===== src/rtl/led_rate_pkg.sv =====
// rtl/led_rate_pkg.sv - shared constants, press FSM encoding and rate table helpers
package led_rate_pkg;

    localparam int PERIOD_W = 26;
    localparam int SEL_W    = 2;

    localparam int DEF_P0_CYCLES       = 27000000;
    localparam int DEF_P1_CYCLES       = 13500000;
    localparam int DEF_P2_CYCLES       = 2700000;
    localparam int DEF_DEBOUNCE_CYCLES = 270000;
    localparam int DEF_LONG_CYCLES     = 27000000;

    typedef enum logic [1:0] {
        ST_IDLE      = 2'd0,
        ST_PRESSED   = 2'd1,
        ST_LONG_HELD = 2'd2
    } press_state_t;

    // Index 3 is unused by the rotation but must still resolve to the slow rate.
    function automatic logic [PERIOD_W-1:0] period_m1(input logic [SEL_W-1:0] sel,
                                                      input int p0, input int p1, input int p2);
        int p;
        case (sel)
            2'd1:    p = p1;
            2'd2:    p = p2;
            default: p = p0;
        endcase
        return PERIOD_W'(p - 1);
    endfunction

    function automatic logic [SEL_W-1:0] next_sel(input logic [SEL_W-1:0] sel);
        return (sel >= 2'd2) ? 2'd0 : sel + 2'd1;
    endfunction

    function automatic logic period_ok(input int p);
        return (p >= 2) && (p <= (1 << PERIOD_W));
    endfunction

endpackage


===== src/rtl/btn_debounce.sv =====
// rtl/btn_debounce.sv - two-flop synchroniser and debouncer with press/release strobes
module btn_debounce
    import led_rate_pkg::*;
#(
    parameter int DEBOUNCE_CYCLES = DEF_DEBOUNCE_CYCLES
) (
    input  logic clk,
    input  logic reset,
    input  logic btn_n,
    output logic level,
    output logic press_pulse,
    output logic release_pulse
);

    localparam int CNT_W = (DEBOUNCE_CYCLES > 1) ? $clog2(DEBOUNCE_CYCLES) : 1;
    localparam logic [CNT_W-1:0] CNT_MAX = CNT_W'(DEBOUNCE_CYCLES - 1);

    if (DEBOUNCE_CYCLES < 1) begin : g_bad_debounce
        $error("btn_debounce: DEBOUNCE_CYCLES must be at least 1");
    end

    logic             sync_1;
    logic             sync_2;
    logic [CNT_W-1:0] cnt;

    // The level only moves after DEBOUNCE_CYCLES consecutive disagreeing samples.
    always_ff @(posedge clk) begin
        if (reset) begin
            sync_1        <= 1'b1;
            sync_2        <= 1'b1;
            level         <= 1'b1;
            cnt           <= '0;
            press_pulse   <= 1'b0;
            release_pulse <= 1'b0;
        end else begin
            sync_1        <= btn_n;
            sync_2        <= sync_1;
            press_pulse   <= 1'b0;
            release_pulse <= 1'b0;
            if (sync_2 == level) begin
                cnt <= '0;
            end else if (cnt == CNT_MAX) begin
                level         <= sync_2;
                cnt           <= '0;
                press_pulse   <= ~sync_2;
                release_pulse <= sync_2;
            end else begin
                cnt <= cnt + CNT_W'(1);
            end
        end
    end

endmodule


===== src/rtl/led_rate_ctrl.sv =====
// rtl/led_rate_ctrl.sv - button-driven LED tick rate selector with pause/resume
module led_rate_ctrl
    import led_rate_pkg::*;
#(
    parameter int P0_CYCLES       = DEF_P0_CYCLES,
    parameter int P1_CYCLES       = DEF_P1_CYCLES,
    parameter int P2_CYCLES       = DEF_P2_CYCLES,
    parameter int DEBOUNCE_CYCLES = DEF_DEBOUNCE_CYCLES,
    parameter int LONG_CYCLES     = DEF_LONG_CYCLES
) (
    input  logic                CLK,
    input  logic                RESET,
    input  logic                iBtnN,
    output logic                oTick,
    output logic [SEL_W-1:0]    oSel,
    output logic                oRun,
    output logic [PERIOD_W-1:0] oPeriod
);

    localparam int HOLD_W = (LONG_CYCLES > 1) ? $clog2(LONG_CYCLES) : 1;
    localparam logic [HOLD_W-1:0] HOLD_MAX = HOLD_W'(LONG_CYCLES - 1);

    if (!period_ok(P0_CYCLES) || !period_ok(P1_CYCLES) || !period_ok(P2_CYCLES)) begin : g_bad_period
        $error("led_rate_ctrl: period parameters must lie in 2..2**26");
    end
    if (LONG_CYCLES < 1) begin : g_bad_long
        $error("led_rate_ctrl: LONG_CYCLES must be at least 1");
    end

    logic db_level;
    logic press_pulse;
    logic release_pulse;

    btn_debounce #(
        .DEBOUNCE_CYCLES(DEBOUNCE_CYCLES)
    ) u_btn_debounce (
        .clk          (CLK),
        .reset        (RESET),
        .btn_n        (iBtnN),
        .level        (db_level),
        .press_pulse  (press_pulse),
        .release_pulse(release_pulse)
    );

    press_state_t        state_q;
    press_state_t        state_d;
    logic [HOLD_W-1:0]   hold_cnt;
    logic                short_evt;
    logic                long_evt;
    logic                short_q;
    logic                long_q;
    logic [SEL_W-1:0]    sel_q;
    logic                run_q;
    logic [PERIOD_W-1:0] cnt;
    logic [PERIOD_W-1:0] per_m1;
    logic                terminal;

    always_ff @(posedge CLK) begin
        if (RESET) begin
            state_q <= ST_IDLE;
        end else begin
            state_q <= state_d;
        end
    end

    always_comb begin
        state_d   = state_q;
        short_evt = 1'b0;
        long_evt  = 1'b0;
        case (state_q)
            ST_IDLE: begin
                if (press_pulse) state_d = ST_PRESSED;
            end
            ST_PRESSED: begin
                if (release_pulse) begin
                    state_d   = ST_IDLE;
                    short_evt = 1'b1;
                end else if (!db_level && hold_cnt == HOLD_MAX) begin
                    state_d  = ST_LONG_HELD;
                    long_evt = 1'b1;
                end
            end
            ST_LONG_HELD: begin
                if (release_pulse) state_d = ST_IDLE;
            end
            default: state_d = ST_IDLE;
        endcase
    end

    // Hold time is measured only while the debounced level says pressed.
    always_ff @(posedge CLK) begin
        if (RESET || state_q != ST_PRESSED) begin
            hold_cnt <= '0;
        end else if (!db_level && hold_cnt != HOLD_MAX) begin
            hold_cnt <= hold_cnt + HOLD_W'(1);
        end
    end

    assign per_m1   = period_m1(sel_q, P0_CYCLES, P1_CYCLES, P2_CYCLES);
    assign terminal = (cnt == per_m1);

    // Press events are registered once, so rate and run react one edge after the FSM.
    always_ff @(posedge CLK) begin
        if (RESET) begin
            short_q <= 1'b0;
            long_q  <= 1'b0;
            sel_q   <= '0;
            run_q   <= 1'b1;
            cnt     <= '0;
        end else begin
            short_q <= short_evt;
            long_q  <= long_evt;
            if (long_q) begin
                run_q <= ~run_q;
            end
            if (short_q) begin
                sel_q <= next_sel(sel_q);
                cnt   <= '0;
            end else if (run_q) begin
                cnt <= terminal ? '0 : cnt + PERIOD_W'(1);
            end
        end
    end

    // A rate change in the same cycle as the terminal count swallows that tick.
    assign oTick   = run_q && terminal && !short_q;
    assign oSel    = sel_q;
    assign oRun    = run_q;
    assign oPeriod = per_m1;

endmodule


===== config.mk =====
export PLATFORM = sky130hd
export DESIGN_NAME = led_rate_ctrl
export DESIGN_NICKNAME = d
export VERILOG_FILES = /design/src/rtl/led_rate_pkg.sv /design/src/rtl/btn_debounce.sv /design/src/rtl/led_rate_ctrl.sv
export SDC_FILE = /design/constraint.sdc
export NUM_CORES = 1
export LEC_CHECK = 0
export BUFFER_PORTS_ARGS = -buffer_cell sky130_fd_sc_hd__buf_2
export CORE_ASPECT_RATIO = 0.75
export CORE_MARGIN = 4
export CORE_UTILIZATION = 55
export CTS_BUF_LIST = sky130_fd_sc_hd__clkbuf_8
export CTS_CLUSTER_SIZE = 20
export DETAILED_ROUTE_END_ITERATION = 16
export GPL_TIMING_DRIVEN = 0
export PLACE_DENSITY_LB_ADDON = 0.25
export SYNTH_ARGS = -nofsm -noshare
export SYNTH_HDL_FRONTEND = slang
export SYNTH_SLANG_ARGS = --single-unit
export TNS_END_PERCENT = 100

===== constraint.sdc =====
create_clock -name CLK -period 2.3 [get_ports CLK]
set_input_delay 0.345 -clock CLK [delete_from_list [all_inputs] [get_ports CLK]]
set_output_delay 0.345 -clock CLK [all_outputs]
set_load 0.02 [all_outputs]

* Yosys cells after proc, flatten, opt, wreduce, memory -nomap -nowiden *
Cells that the tools add are included.

storage, ports and cells
  register bits = 82
  logic and storage cells = 62

cells by class
  multiplexer cells = 10
  bitwise gates (word level) = 5
  reductions and logical operators = 15
  add/sub/neg operators = 5
  equality and inequality tests = 13
  magnitude comparators = 1

operator list
  cell                   number
  $pmux 25 s2            1
  $add 26x1->26 const B  1
  $eq 26x26->1           1
  $mux 26                1
  $sub 26x2->26 const B  1
  $add 25x1->25 const B  1
  $eq 25x25->1 const B   1
  $ne 25x25->1 const B   1
  $add 19x1->19 const B  1
  $eq 19x19->1 const B   1
  $mux 2                 5
  $reduce_or 3->1        3
  $ne 2x1->1 const B     3
  $pmux 2 s3             1
  $not 1->1              5
  $eq 2x1->1 const B     2
  $eq 2x2->1 const B     2
  $logic_and 1x1->1      4
  $reduce_or 2->1        2
  $ne 3x2->1 const B     1
  $reduce_and 3->1       1
  $add 2x1->2 const B    1
  $ge 2x2->1 const B     1
  $logic_not 1->1        2
  other kinds (5)        6

* Logic depth before layout (Yosys ltp) *
  depth in word-level cells = 6
  mapped depth = 8
  depth with buffers taken out = 7

* Modules after synthesis *
From an unflattened synthesis, not the netlist that was laid out.

unflattened totals
  cells, all modules = 492
  area, all modules = 4256.6 um2

modules (own cells, without submodules)
  module         area an instance (um2)  instances  cells each
  led_rate_ctrl  3161.8                  1          376
  btn_debounce   1094.8                  1          116

* Worst setup path after synthesis *
No wires, ideal clock.

  path kind = register to output
  start = reg sel_q[0], in the netlist oSel[0]
  end = out oTick
  path slack = -0.108 ns
  stages on the path, launching flop included = 7
  arrival = 2.063 ns
  cells stage by stage = dfxtp_1 -> inv_1 -> ha_1 -> inv_1 -> or3_1 -> a22oi_1 -> and4b_1

on the way
  cells in the longest elaborated chain, start to end = 6
  elaborated cells between the ends (all ways) = 7
  classes of those cells = 1 x add/sub; 3 x eq/ne; 1 x mux; 2 x reduce/logical

ends and longest elaborated chain
  item                                             line                  source
  start: declaration                               led_rate_ctrl.sv:52   logic [SEL_W-1:0] sel_q;
  start signal: assignment                         led_rate_ctrl.sv:117  sel_q <= next_sel(sel_q);
  $eq 2x2->1 / $eq 2x1->1 (equally long branches)  led_rate_pkg.sv:23    case (sel)
  $pmux 25 s2 *                                    led_rate_pkg.sv:23
  $sub 26x2->26 *                                  led_rate_pkg.sv:28    return PERIOD_W'(p - 1);
  net oPeriod[6]                                   led_rate_ctrl.sv:17   output logic [PERIOD_W-1:0] oPeriod
  $eq 26x26->1 *                                   led_rate_ctrl.sv:100  assign terminal = (cnt == per_m1);
  $logic_and 1x1->1 * (2 in series)                led_rate_ctrl.sv:126  assign oTick = run_q && terminal && !short_q;
  end: declaration                                 led_rate_ctrl.sv:14   output logic oTick,

Mark *: on every way through the listed nets, which the timed path passes. The rest lies on a longest branch.

* Worst setup path in the final report *
  start = reg sel_q[0], in the netlist oSel[0]
  end = out oTick

on the way
  cells in the longest elaborated chain, start to end = 6
  elaborated cells between the ends (all ways) = 7
  classes of those cells = 1 x add/sub; 3 x eq/ne; 1 x mux; 2 x reduce/logical

ends and longest elaborated chain
  item                                             line
  $eq 2x2->1 / $eq 2x1->1 (equally long branches)  led_rate_pkg.sv:23
  $pmux 25 s2 *                                    led_rate_pkg.sv:23
  $sub 26x2->26 *                                  led_rate_pkg.sv:28
  $eq 26x26->1 *                                   led_rate_ctrl.sv:100
  $logic_and 1x1->1 * (2 in series)                led_rate_ctrl.sv:126

Mark *: on every way between the ends. The rest lies on a longest branch, timed or not.

==> metrics.md <==
| Metric | Value |
|---|---|
| H-tree depth | 3 |
| Worst EP required | 1.96 ns |
| Pwr/cell area | 569 nW/um2 |
| Hold Vio Cnt, Final | 0 |
| Wirelength, routed | 8830 um |
| TritonCTS Buffers | 9 |
| Drt wl/cell | about 14 um |
| Critical path endpoint category | primary output |
| Overflow after GRT | 0 |
| CTS tree | built |
| Ys flop type | dfxtp_1 |
| Warnings from Yosys | 0 |
| Initial Util | around three fifths |
| Worst slew pin tran | 0.800 ns |
| RSZ-0062 raised after global routing | yes |
| Post-synth EDFFs | 0 |
| Max Clk Rate | between 400 and 500 MHz |
| DRT iter0 DRCs | about 320 |
| TritonRoute pass-1 iters | 5 |
| Status | finished with violations |
| CTS Buffer Depth | 2 |
| Worst reg2reg startpoint | hold_cnt[6] |
| # setup viols final | 1 |
| Antenna Cells | 0 |
| Synth Instances | ~480 |
| DP HPWL | approximately 6400 um |
| # DRC | 0 |
| Antenna violations before repair | 0 |
| I/O pin total | 33 |
| R2R cell count | 7 |
| GRT Total Usage | roughly a fifth |
| WHS Endpoint | u_btn_debounce.sync_1 |
| Placeable Area | ~7000 um2 |
| Crit path kind | flop to primary output |
| Sequential area share after synthesis | about two fifths |
| Fin crit share | 101% |
| Hold path cells | 2 |
| Row count | 26 |
| DR vias | 3486 |
| Height of the die | between 80 and 90 um |
| Max_cap viols | 0 |
| Synth Register Bits | 82 |
| Max Used Layer | met4 |
| Fin. max-slew vios | 0 |
| Hold Buf Count CTS | 0 |
| Pre-CTS WS | 0.0889 ns |
| DR vias/cell | about 5.6 |
| I/O Buffers | 21 |
| Worst reg-to-reg setup slack | roughly 0.15 ns |
| RePlAce Congestion | 0.915 |
| Clock Skew | about 0.013 ns |
| Cell variety after synth | 52 |
| Max rail drop VDD | ~0.39 mV |
| Worst Slack Setup Final | -0.0288 ns |
| First-pass GRT wire length | 14500 um |
| Tmin final | around 2.3 ns |
| Average size of a mapped cell | 8.61 um2 |
| Leak | roughly 1.6 nW |
| Min-delay src | iBtnN |
| Root Buffer | clkbuf_8 |
| Post-DRT Antenna Nets | 0 |
| CP Launch Type | flop |
| Number of clock sinks | 82 |
| Synth Cell Area | between 4000 and 5000 um2 |
| Worst slew margin | approximately 46% |
| Die Wd | 108 um |
| Clock transition at path regs | ~0.09 ns |
| Final instance area | 4700 um2 |
| Failing checks | negative setup slack |
| Worst-Skew Late Latency | 0.36 ns |
| Wire length on met1 | 4400 um |
| Crit path max fanout | 7 |
| Met2 wire length | about 3800 um |
| Nets | 530 |
| Die area | about 8900 um2 |
| Share of cells above drive strength 1 | between 10% and 20% |
| Tot Pwr | 2.67 mW |
| P&R area growth vs syn | 14.4% |
| Hold crit path type | input pin to flop |
| Synth async-reset ratio | 0% |
| Metal3 WL | approximately 590 um |
| Total placed instance area | about 4400 um2 |
| Vias in the first global route | about 3200 |
| Hold slack | ~0.16 ns |
| Largest net degree at the start of global routing | 15 |
| R2r endpoint | hold_cnt[0] |
| CP arrival | approximately 2.0 ns |
worst max path at each step:
stage / start / endpoint / slack [ns]
2_1_floorplan: oSel[1] / oTick / 0.08
3_3_place_gp: oSel[1] / oTick / 0.14
3_5_place_dp: oSel[1] / oTick / 0.09
4_1_cts: oSel[0] / oTick / -0.03
5_1_grt: oSel[0] / oTick / -0.11
6_report: oSel[0] / oTick / -0.03
worst max-delay path, stage by stage, from the launching register on:
cell,delay [ns]
dfxtp_4,0.35
inv_2,0.06
ha_4,0.30
inv_4,0.06
or3_4,0.32
a22oi_2,0.14
and4b_2,0.27
buf_6,0.12
cells in the mapped netlist (5+ instances only):
library cell,number,area [um2]
a21oi_1,13,65.1
and3_1,13,81.3
buf_2,6,30.0
buf_4,21,158
clkbuf_1,6,22.5
dfxtp_1,82,1640
ha_1,6,75.1
inv_1,15,56.3
nand2_1,27,101
nand2b_1,5,31.3
nand3_1,26,130
nand4_1,19,119
nor2_1,69,259
nor3_1,13,65.1
nor4_1,13,81.3
o21ai_0,6,30.0
o31ai_1,6,45.0
or3_1,7,43.8
or4_1,8,60.1
xnor2_1,32,280
xor2_1,26,228
metal layers:
| metal | vias up | global-route usage [%] |
|---|---|---|
| met3 | 5 | 7.05 |
| li1 | 1724 | - |
| met1 | 1639 | 28.3 |
| met4 | 0 | 4.24 |
| met2 | 118 | 29.2 |
| met5 | - | 0 |
cell type report:
class,count,area [um2]
buffer,35,243
multi-input combinational,353,2260
inverter,15,58.8
tap,98,123
fill,604,2330
clock inverter,6,90.1
clock buffer,10,138
timing repair buffer,25,141
sequential,82,1650
per-stage QoR:
| stage | std cells | TNS, ns | utilization [%] |
|---|---|---|---|
| global route | 624 | -0.111 | 66.8 |
| finish | 624 | -0.0288 | 66.8 |
| global placement | 605 | 0 | 62.3 |
| floorplan | 486 | 0 | - |
| CTS | 624 | -0.0346 | 66.7 |
| detailed placement | 605 | 0 | 62.3 |
cell usage in the layout, fill, tap and decap left out, types with 8 or more instances in the layout:
| cell type | instances |
|---|---|
| or4_1 | 8 |
| nand2_1 | 27 |
| nor2_1 | 69 |
| inv_1 | 12 |
| a21oi_1 | 13 |
| conb_1 | 11 |
| nor4_1 | 12 |
| dfxtp_1 | 80 |
| and3_1 | 13 |
| xnor2_1 | 32 |
| nor3_1 | 12 |
| buf_4 | 25 |
| nand3_1 | 26 |
| nand4_1 | 19 |
| buf_2 | 26 |
| clkbuf_8 | 11 |
| xor2_1 | 26 |
power breakdown:
part	switching (mW)	internal (mW)	leakage (nW)	total [mW]
logic	0.0395	0.0259	0.830	0.0654
clock network	0.535	0.642	0.112	1.18
registers	0.00617	1.42	0.663	1.43
total	0.581	2.09	1.61	2.67
registers in the layout (all words and copies together) (netlist names), 2 cells and up:
name / flops
cnt: 26
state_q: 2
u_btn_debounce.cnt: 19
hold_cnt: 25
oSel: 2
what timing repair did:
action / in CTS / in global routing
endpoints found under the setup margin: 1 / 1
gates resized for setup: 14 / 2
setup buffers: 4 / 0
pin swaps: 5 / 0
endpoints found under the hold margin: 0 / 0
cell families after synthesis:
group | Yosys count | share of synthesized area [%]
AOI/OAI and AO/OA | 36 | 5.70
xor gates and xnor gates | 58 | 12.4
adders and majority gates | 6 | 1.83
buffers and inverters | 51 | 7.37
DFF | 82 | 40.0
muxes | 4 | 0.975
other | 2 | 0.183
and+or+nand+nor | 238 | 31.6
(Power assumes the default switching activity.)
